==> config.mk <==
export PLATFORM = sky130hd
export DESIGN_NAME = uart_tx_fifo
export DESIGN_NICKNAME = d
export VERILOG_FILES = /design/src/rtl/uart_tx_fifo.sv
export SDC_FILE = /design/constraint.sdc
export NUM_CORES = 1
export LEC_CHECK = 0
export BUFFER_PORTS_ARGS = -buffer_cell sky130_fd_sc_hd__clkbuf_2
export CORE_ASPECT_RATIO = 2
export CORE_MARGIN = 4
export CORE_UTILIZATION = 44
export CTS_CLUSTER_DIAMETER = 60
export CTS_CLUSTER_SIZE = 12
export DETAILED_ROUTE_END_ITERATION = 16
export GPL_TIMING_DRIVEN = 1
export HOLD_SLACK_MARGIN = 0.08
export PLACE_DENSITY = 0.68
export SLEW_MARGIN = 5
export SYNTH_ARGS = -nofsm -noshare
export SYNTH_HDL_FRONTEND = slang
export SYNTH_SLANG_ARGS = --single-unit
export TNS_END_PERCENT = 20
==> constraint.sdc <==
create_clock -name clk -period 5.2 [get_ports clk]
set_clock_uncertainty 0.05 [all_clocks]
set_input_delay 1.04 -clock clk [delete_from_list [all_inputs] [get_ports clk]]
set_output_delay 1.04 -clock clk [all_outputs]
set_load 0.05 [all_outputs]
==> src/rtl/uart_tx_fifo.sv <==
// uart_tx_fifo: byte FIFO in front of an 8N1 serial transmitter.
// CPU stores push bytes at full speed; the transmitter pops and shifts them
// out LSB first at CLKS_PER_BIT clocks per bit, back to back when queued.
module uart_tx_fifo #(
    parameter int unsigned CLKS_PER_BIT = 434,
    parameter int unsigned FIFO_DEPTH   = 16
) (
    input  logic                          clk,
    input  logic                          rst_n,
    input  logic [7:0]                    wdata,
    input  logic                          wen,
    output logic                          tx,
    output logic                          busy,
    output logic                          full,
    output logic [$clog2(FIFO_DEPTH):0]   count,
    output logic                          overflow
);

    localparam int unsigned PTR_W = $clog2(FIFO_DEPTH);
    localparam int unsigned CNT_W = PTR_W + 1;
    localparam int unsigned BC_W  = $clog2(CLKS_PER_BIT);

    localparam logic [BC_W-1:0]  BC_LAST  = BC_W'(CLKS_PER_BIT - 1);
    localparam logic [CNT_W-1:0] CNT_FULL = CNT_W'(FIFO_DEPTH);

    typedef enum logic [1:0] {
        IDLE  = 2'd0,
        START = 2'd1,
        DATA  = 2'd2,
        STOP  = 2'd3
    } state_t;

    state_t           state;
    state_t           state_nxt;
    logic [BC_W-1:0]  bc;
    logic [BC_W-1:0]  bc_nxt;
    logic [2:0]       idx;
    logic [2:0]       idx_nxt;
    logic [7:0]       shift;
    logic [7:0]       shift_nxt;

    logic [7:0]       mem [FIFO_DEPTH];
    logic [PTR_W-1:0] rd_ptr;
    logic [PTR_W-1:0] wr_ptr;

    logic             push;
    logic             pop;
    logic [CNT_W-1:0] count_nxt;
    logic             full_nxt;
    logic             tx_nxt;
    logic             busy_nxt;

    // A store is accepted only when the FIFO was not full before the edge,
    // regardless of a same-cycle pop.
    assign push = wen & ~full;

    // FIFO storage; no reset needed, occupancy governs validity.
    always_ff @(posedge clk) begin
        if (push) begin
            mem[wr_ptr] <= wdata;
        end
    end

    // Transmit FSM next state, baud counter, bit index and pop request.
    always_comb begin
        state_nxt = state;
        bc_nxt    = bc;
        idx_nxt   = idx;
        shift_nxt = shift;
        pop       = 1'b0;
        case (state)
            IDLE: begin
                if (count != '0) begin
                    pop       = 1'b1;
                    shift_nxt = mem[rd_ptr];
                    bc_nxt    = '0;
                    state_nxt = START;
                end
            end
            START: begin
                if (bc == BC_LAST) begin
                    bc_nxt    = '0;
                    idx_nxt   = '0;
                    state_nxt = DATA;
                end else begin
                    bc_nxt = bc + BC_W'(1);
                end
            end
            DATA: begin
                if (bc == BC_LAST) begin
                    bc_nxt = '0;
                    if (idx == 3'd7) begin
                        state_nxt = STOP;
                    end else begin
                        idx_nxt = idx + 3'd1;
                    end
                end else begin
                    bc_nxt = bc + BC_W'(1);
                end
            end
            STOP: begin
                if (bc == BC_LAST) begin
                    bc_nxt = '0;
                    // Chain straight into the next frame when data is waiting.
                    if (count != '0) begin
                        pop       = 1'b1;
                        shift_nxt = mem[rd_ptr];
                        state_nxt = START;
                    end else begin
                        state_nxt = IDLE;
                    end
                end else begin
                    bc_nxt = bc + BC_W'(1);
                end
            end
            default: begin
                state_nxt = IDLE;
            end
        endcase
    end

    // Occupancy bookkeeping and next values of the registered outputs.
    always_comb begin
        count_nxt = count;
        case ({push, pop})
            2'b10:   count_nxt = count + CNT_W'(1);
            2'b01:   count_nxt = count - CNT_W'(1);
            default: count_nxt = count;
        endcase
        full_nxt = (count_nxt == CNT_FULL);
        busy_nxt = (state_nxt != IDLE) || (count_nxt != '0);
        case (state_nxt)
            START:   tx_nxt = 1'b0;
            DATA:    tx_nxt = shift_nxt[idx_nxt];
            default: tx_nxt = 1'b1;
        endcase
    end

    // State, datapath and output registers with synchronous reset.
    always_ff @(posedge clk) begin
        if (!rst_n) begin
            state    <= IDLE;
            bc       <= '0;
            idx      <= '0;
            shift    <= '0;
            rd_ptr   <= '0;
            wr_ptr   <= '0;
            count    <= '0;
            full     <= 1'b0;
            overflow <= 1'b0;
            busy     <= 1'b0;
            tx       <= 1'b1;
        end else begin
            state    <= state_nxt;
            bc       <= bc_nxt;
            idx      <= idx_nxt;
            shift    <= shift_nxt;
            count    <= count_nxt;
            full     <= full_nxt;
            busy     <= busy_nxt;
            tx       <= tx_nxt;
            overflow <= overflow | (wen & full);
            if (push) begin
                wr_ptr <= wr_ptr + PTR_W'(1);
            end
            if (pop) begin
                rd_ptr <= rd_ptr + PTR_W'(1);
            end
        end
    end

endmodule

**After elaboration in Yosys (flattened, before gate mapping)**

Memories as Yosys holds them, arrays and structs flattened. A register that Yosys moved wholly into a read port is not among the register bits.
Index checks and enable logic that the tools add are counted.

- Bits in latches: 0
- Memory bits (writable): 128
- Register bits after elaboration: 39
- Input port bits: 11
- Bits in read-only memories: 0
- Output and inout bits: 9
- Memories: 1

Memory list:

| name | words | bits a word | rd ports | clocked after memory_dff | wr ports | line | source |
|---|---|---|---|---|---|---|---|
| mem | 16 | 8 | 1 | 1 | 1 | 42 | `logic [7:0] mem [FIFO_DEPTH];` |

- Order comparisons: 1
- Shifts and indexed selects: 0
- Reduce and logical (&&, ||, !) cells: 6
- Div/mod/pow operators: 0
- $add $sub $neg: 6
- Muxes and demuxes: 28
- $mul: 0
- Bitwise logic cells: 4
- Equal/unequal tests: 11

Operators by type and width:

| kind | number |
|---|---|
| 9-bit 2-to-1 mux | 2 |
| 9-bit one-hot mux with 2 select lines | 1 |
| 8-bit 2-to-1 mux | 2 |
| 8-bit one-hot mux with 2 select lines | 1 |
| 2-bit 2-to-1 mux | 5 |
| 5-bit one-hot mux with 2 select lines | 1 |
| 5-bit nonzero test | 2 |
| 9-bit by 1-bit adder with 9-bit output, second input constant | 1 |
| 9-bit equality test, second input constant | 1 |
| 3-bit 2-to-1 mux | 3 |
| 4-bit by 1-bit adder with 4-bit output, second input constant | 2 |
| 2-bit equality test, second input constant | 4 |
| 4-bit 2-to-1 mux | 2 |
| 2-bit one-hot mux with 4 select lines | 1 |
| 2-bit by 1-bit equality test with 1-bit output, second input constant | 3 |
| 1-bit 2-to-1 mux | 6 |
| 3-bit one-hot mux with 2 select lines | 1 |
| 5-bit by 1-bit adder with 5-bit output, second input constant | 1 |
| 5-bit equality test, second input constant | 1 |
| 5-bit by 1-bit subtractor with 5-bit output, second input constant | 1 |
| 3-bit by 4-bit less-than comparator with 1-bit output, second input constant | 1 |
| 1-bit one-hot mux with 2 select lines | 2 |
| 3-bit by 1-bit adder with 3-bit output, second input constant | 1 |
| 1-bit binary-select mux with 3-bit select | 1 |
| 9 further kinds | 10 |

**Longest topological paths before layout**

- Depth after elaboration: 8
- Depth in mapped cells: 18
- Gate-level depth less buffers: 16

**Worst setup path after synthesis**

Ideal clock, no wire load.

- Kind: register -> register
- Start point: register count[1]
- End point: register busy
- Arrival: 3,383 ps
- Stages on the path, launching flop included: 16
- Path slack: 1,647 ps
- Period minus slack after synthesis: 3,553 ps
- Cell sequence: dfxtp_1 or4_4 o221a_4 nand2_8 inv_6 ha_1 clkbuf_1 xor2_1 ha_1 a21o_1 a22o_1 nand2_1 a21oi_1 xnor2_1 nand2_1 o31a_1

- Word-level cells in the longest chain between the ends: 8

RTL lines:

| item | line | source |
|---|---|---|
| from (decl) | 15 | `output logic [$clog2(FIFO_DEPTH):0] count,` |
| from (signal assigned) | 158 | `count <= count_nxt;` |
| 5-bit nonzero test | 73, 105 |  |
| 1-bit 2-to-1 mux | 73, 105 |  |
| 1-bit 2-to-1 mux | 102 | `if (bc == BC_LAST) begin` |
| 1-bit one-hot mux with 2 select lines | 71 | `case (state)` |
| 2-bit by 1-bit equality test with 1-bit output or 2-bit equality test (tied branches) | 125 | `case ({push, pop})` |
| 5-bit one-hot mux with 2 select lines | 125 |  |
| 5-bit nonzero test | 131 | `busy_nxt = (state_nxt != IDLE) \|\| (count_nxt != '0);` |
| 1-bit logical OR (*) | 131 |  |
| to (signal assigned) | 160 | `busy <= busy_nxt;` |
| to (decl) | 13 | `output logic busy,` |

Every way passes the cells marked *; elsewhere a longest branch is shown, timed or not.
A chain may end at the register's enable or synchronous reset.

**Worst setup path after layout**

- Start point: register bc[0]
- End point: register busy

- Word-level cells in the longest chain between the ends: 7

RTL lines:

| item | line | source |
|---|---|---|
| from (decl) | 35 | `logic [BC_W-1:0] bc;` |
| from (signal assigned) | 155 | `bc <= bc_nxt;` |
| 9-bit equality test (*) | 81, 90, 102 |  |
| 1-bit 2-to-1 mux | 102 |  |
| 1-bit one-hot mux with 2 select lines | 71 |  |
| 2-bit by 1-bit equality test with 1-bit output or 2-bit equality test (tied branches) | 125 |  |
| 5-bit one-hot mux with 2 select lines | 125 |  |
| 5-bit nonzero test | 131 |  |
| 1-bit logical OR (*) | 131 |  |

Marks and branches as above.

==> metrics.txt <==
Avg WL per Cell=20.82 um; Least-Margin Pin Slew=1.069 ns; nature of the critical path endpoint=flop; Syn Area/Cell=around 14 um^2; Hold Violations, Final=0; CP Max Fanout=13; final setup fails=0; Initial Utilization=0.4511; Tmin final=3.748 ns; post-CTS setup buffers=0; flops & latches, synth=between 150 and 200; row count=66; max-cap violation count=0; vias in the first global route=around 4,500; fmax=0.2668 GHz; Setup WS pre-CTS=about 1.4 ns; Syn-to-layout area delta=10.45%; HPWL after DPL=11,190 um; Main synth FF type=edfxtp_1; max incr delay on CP=roughly 0.51 ns; Syn Nets=around 540; post-synth top area share=0.5211; cell taking the most area after synthesis=edfxtp_1; GRT Total Usage=0.1726; Final #Nets=561; CTS root buffer=clkbuf_16; fin util=0.4982; core area=~16,000 um^2; first-pass GRT wire length=24,580 um; Clock Pin Slew Worst Setup and Hold Paths=0.06 ns; most used cell, CP=ha_1; critical path type=flop to flop; pwr dens=about 500 nW/um^2; Final period util=0.7207; worst-path cell chain=ha_1 > and4b_1 > a21o_1 > nand2_8 > inv_6 > ha_1 > xor2_1 > ha_1 > a21o_1 > a22o_1 > nand2_1 > a21oi_1 > xnor2_1 > nand2_1 > o31a_1; arrival time at the worst endpoint=about 4 ns; DRT Pass-1 Iters=4; Clock Sinks=171; commonest non-fill, non-tap cell in the layout=edfxtp_1; Slowest-stage cell, CP=a21o_1; Post-Syn Instances=517; maximum VDD drop=218.8 uV; worst setup margin=approximately 1.5 ns; TritonCTS clock tree=built; worst min path class=flop to flop; Die W=99.55 um; relative slew slack=0.2862; CTS resizes=0; die height=191.1 um; Synthesis Warnings=0; mapped cell area=7376 um^2; RSZ-0062 raised after global routing=no; Final ANT Viol Nets=0; worst skew pair latency=0.43 ns; Seq/Total Area, Yosys=0.6378; commonest cells after routing, fill and taps aside=edfxtp_1 (128), nor2_1 (47), dfxtp_1 (42); Lkg Pwr=between 2 and 3 nW; setup TNS=0 ns; Synth cell types=67; final slew viol count=0; CTS Buf Count=17; DRC=0; ANT cells=0; # IOs=20; maximum number of pins on one net before global-route repair=33; routed vias=4,282; port bufs=19; top post-synthesis cells by area=edfxtp_1 (52%), dfxtp_1 (12%), mux4_2 (5.5%); # H-tree levels=4; ys async rst share=0; global placement routability congestion=0.8361; DR vias/cell=5.709; initial antenna violation count=0; drt total wl=15,620 um; total gr overflow=0; hold buffers post-CTS=0; EDFF count, synth=128; maximum buffer depth of the clock tree=2; Worst setup SP type=flop; share of cells above drive strength 1=0.1575; initial DRC count=229; CP required=5.47 ns; run status=finished clean; FILL cells=1,394; die area=19,020 um^2
-- routing by layer --
layer,part of all wire,track usage,vias up
met5,0,0,-
met4,0.021,0.07522,0
met3,0.020,0.02776,20
met2,0.60,0.3391,60
met1,0.36,0.1730,2185
li1,-,-,2017
-- synth_stat cells, types with 4 or more instances --
cell type / count
and2_1: 23
mux2i_1: 33
nand3_1: 4
nand2_1: 24
o21ai_0: 8
dfxtp_1: 43
a21oi_1: 15
o211ai_1: 7
xor2_1: 7
a221oi_1: 12
ha_1: 16
a31oi_1: 4
nor3_1: 11
inv_1: 17
a22oi_1: 8
o2111ai_1: 5
a21o_1: 5
clkbuf_1: 12
edfxtp_1: 128
a22o_1: 4
nor2_1: 47
xnor2_1: 5
mux4_2: 18
-- state kept, by name, indices dropped and copies added, names as in the netlist, named ones only --
name / cells
mem: 128
bc: 9
shift: 8
count: 5
rd_ptr: 4
wr_ptr: 4
idx: 3
state: 2
busy: 1
full: 1
overflow: 1
tx: 1
-- critical path, delay by kind of cell (launching register included) --
| kind | cells | cell delay [ns] |
|---|---|---|
| compound gates | 5 | 1.30 |
| xor+xnor | 2 | 0.36 |
| fa+ha+maj | 3 | 0.76 |
| buf+inv | 1 | 0.13 |
| flops | 1 | 0.40 |
| simple gates | 4 | 0.63 |
-- cell type report --
type | instances | area, um^2 | share of cell area
repair buffers | 20 | 102.6 | 0.01259
clock buffers | 17 | 425.4 | 0.05222
inverters | 18 | 72.57 | 0.008908
clock inverters | 14 | 121.4 | 0.01490
multi-input cells | 306 | 2464 | 0.3024
well taps | 204 | 255.2 | 0.03133
flip-flops and latches | 171 | 4706 | 0.5776
-- stage by stage --
step	cell area, um^2	power [mW]	hold WS, ns	std cells
2_1_floorplan	7376	2.747	0.3970	517
3_3_place_gp	7600	2.993	0.3993	719
3_5_place_dp	7600	3.028	0.4348	719
4_1_cts	8147	4.215	0.4495	750
5_1_grt	8147	4.388	0.4913	750
6_report	8147	4.182	0.4415	750
-- cell families after synthesis --
logic type,count (synthesis),synth area share
adder cells (fa/ha/maj),16,0.02714
AND/OR/NAND/NOR,135,0.09432
buffers and inverters,40,0.02816
multiplexers,51,0.09975
XOR/XNOR,12,0.01425
AO/OA/AOI/OAI,92,0.09856
flip-flops,171,0.6378
-- path summary, 6_finish.rpt --
path              startpoint        to  slack (ns)  depth (start not counted)
setup / recovery       bc[0]      busy        1.45                         15
hold / removal      overflow  overflow        0.44                          2
setup reg to reg       bc[0]      busy        1.45                         15
hold reg to reg     overflow  overflow        0.44                          2
-- report_power, final --
group,leakage [nW],internal (mW),total (mW),switching (mW)
clock network,0.269,0.658,1.18,0.525
logic,0.985,0.521,1.30,0.779
registers,1.51,1.57,1.70,0.125
Note: power is estimated with default switching activity, not from simulation.
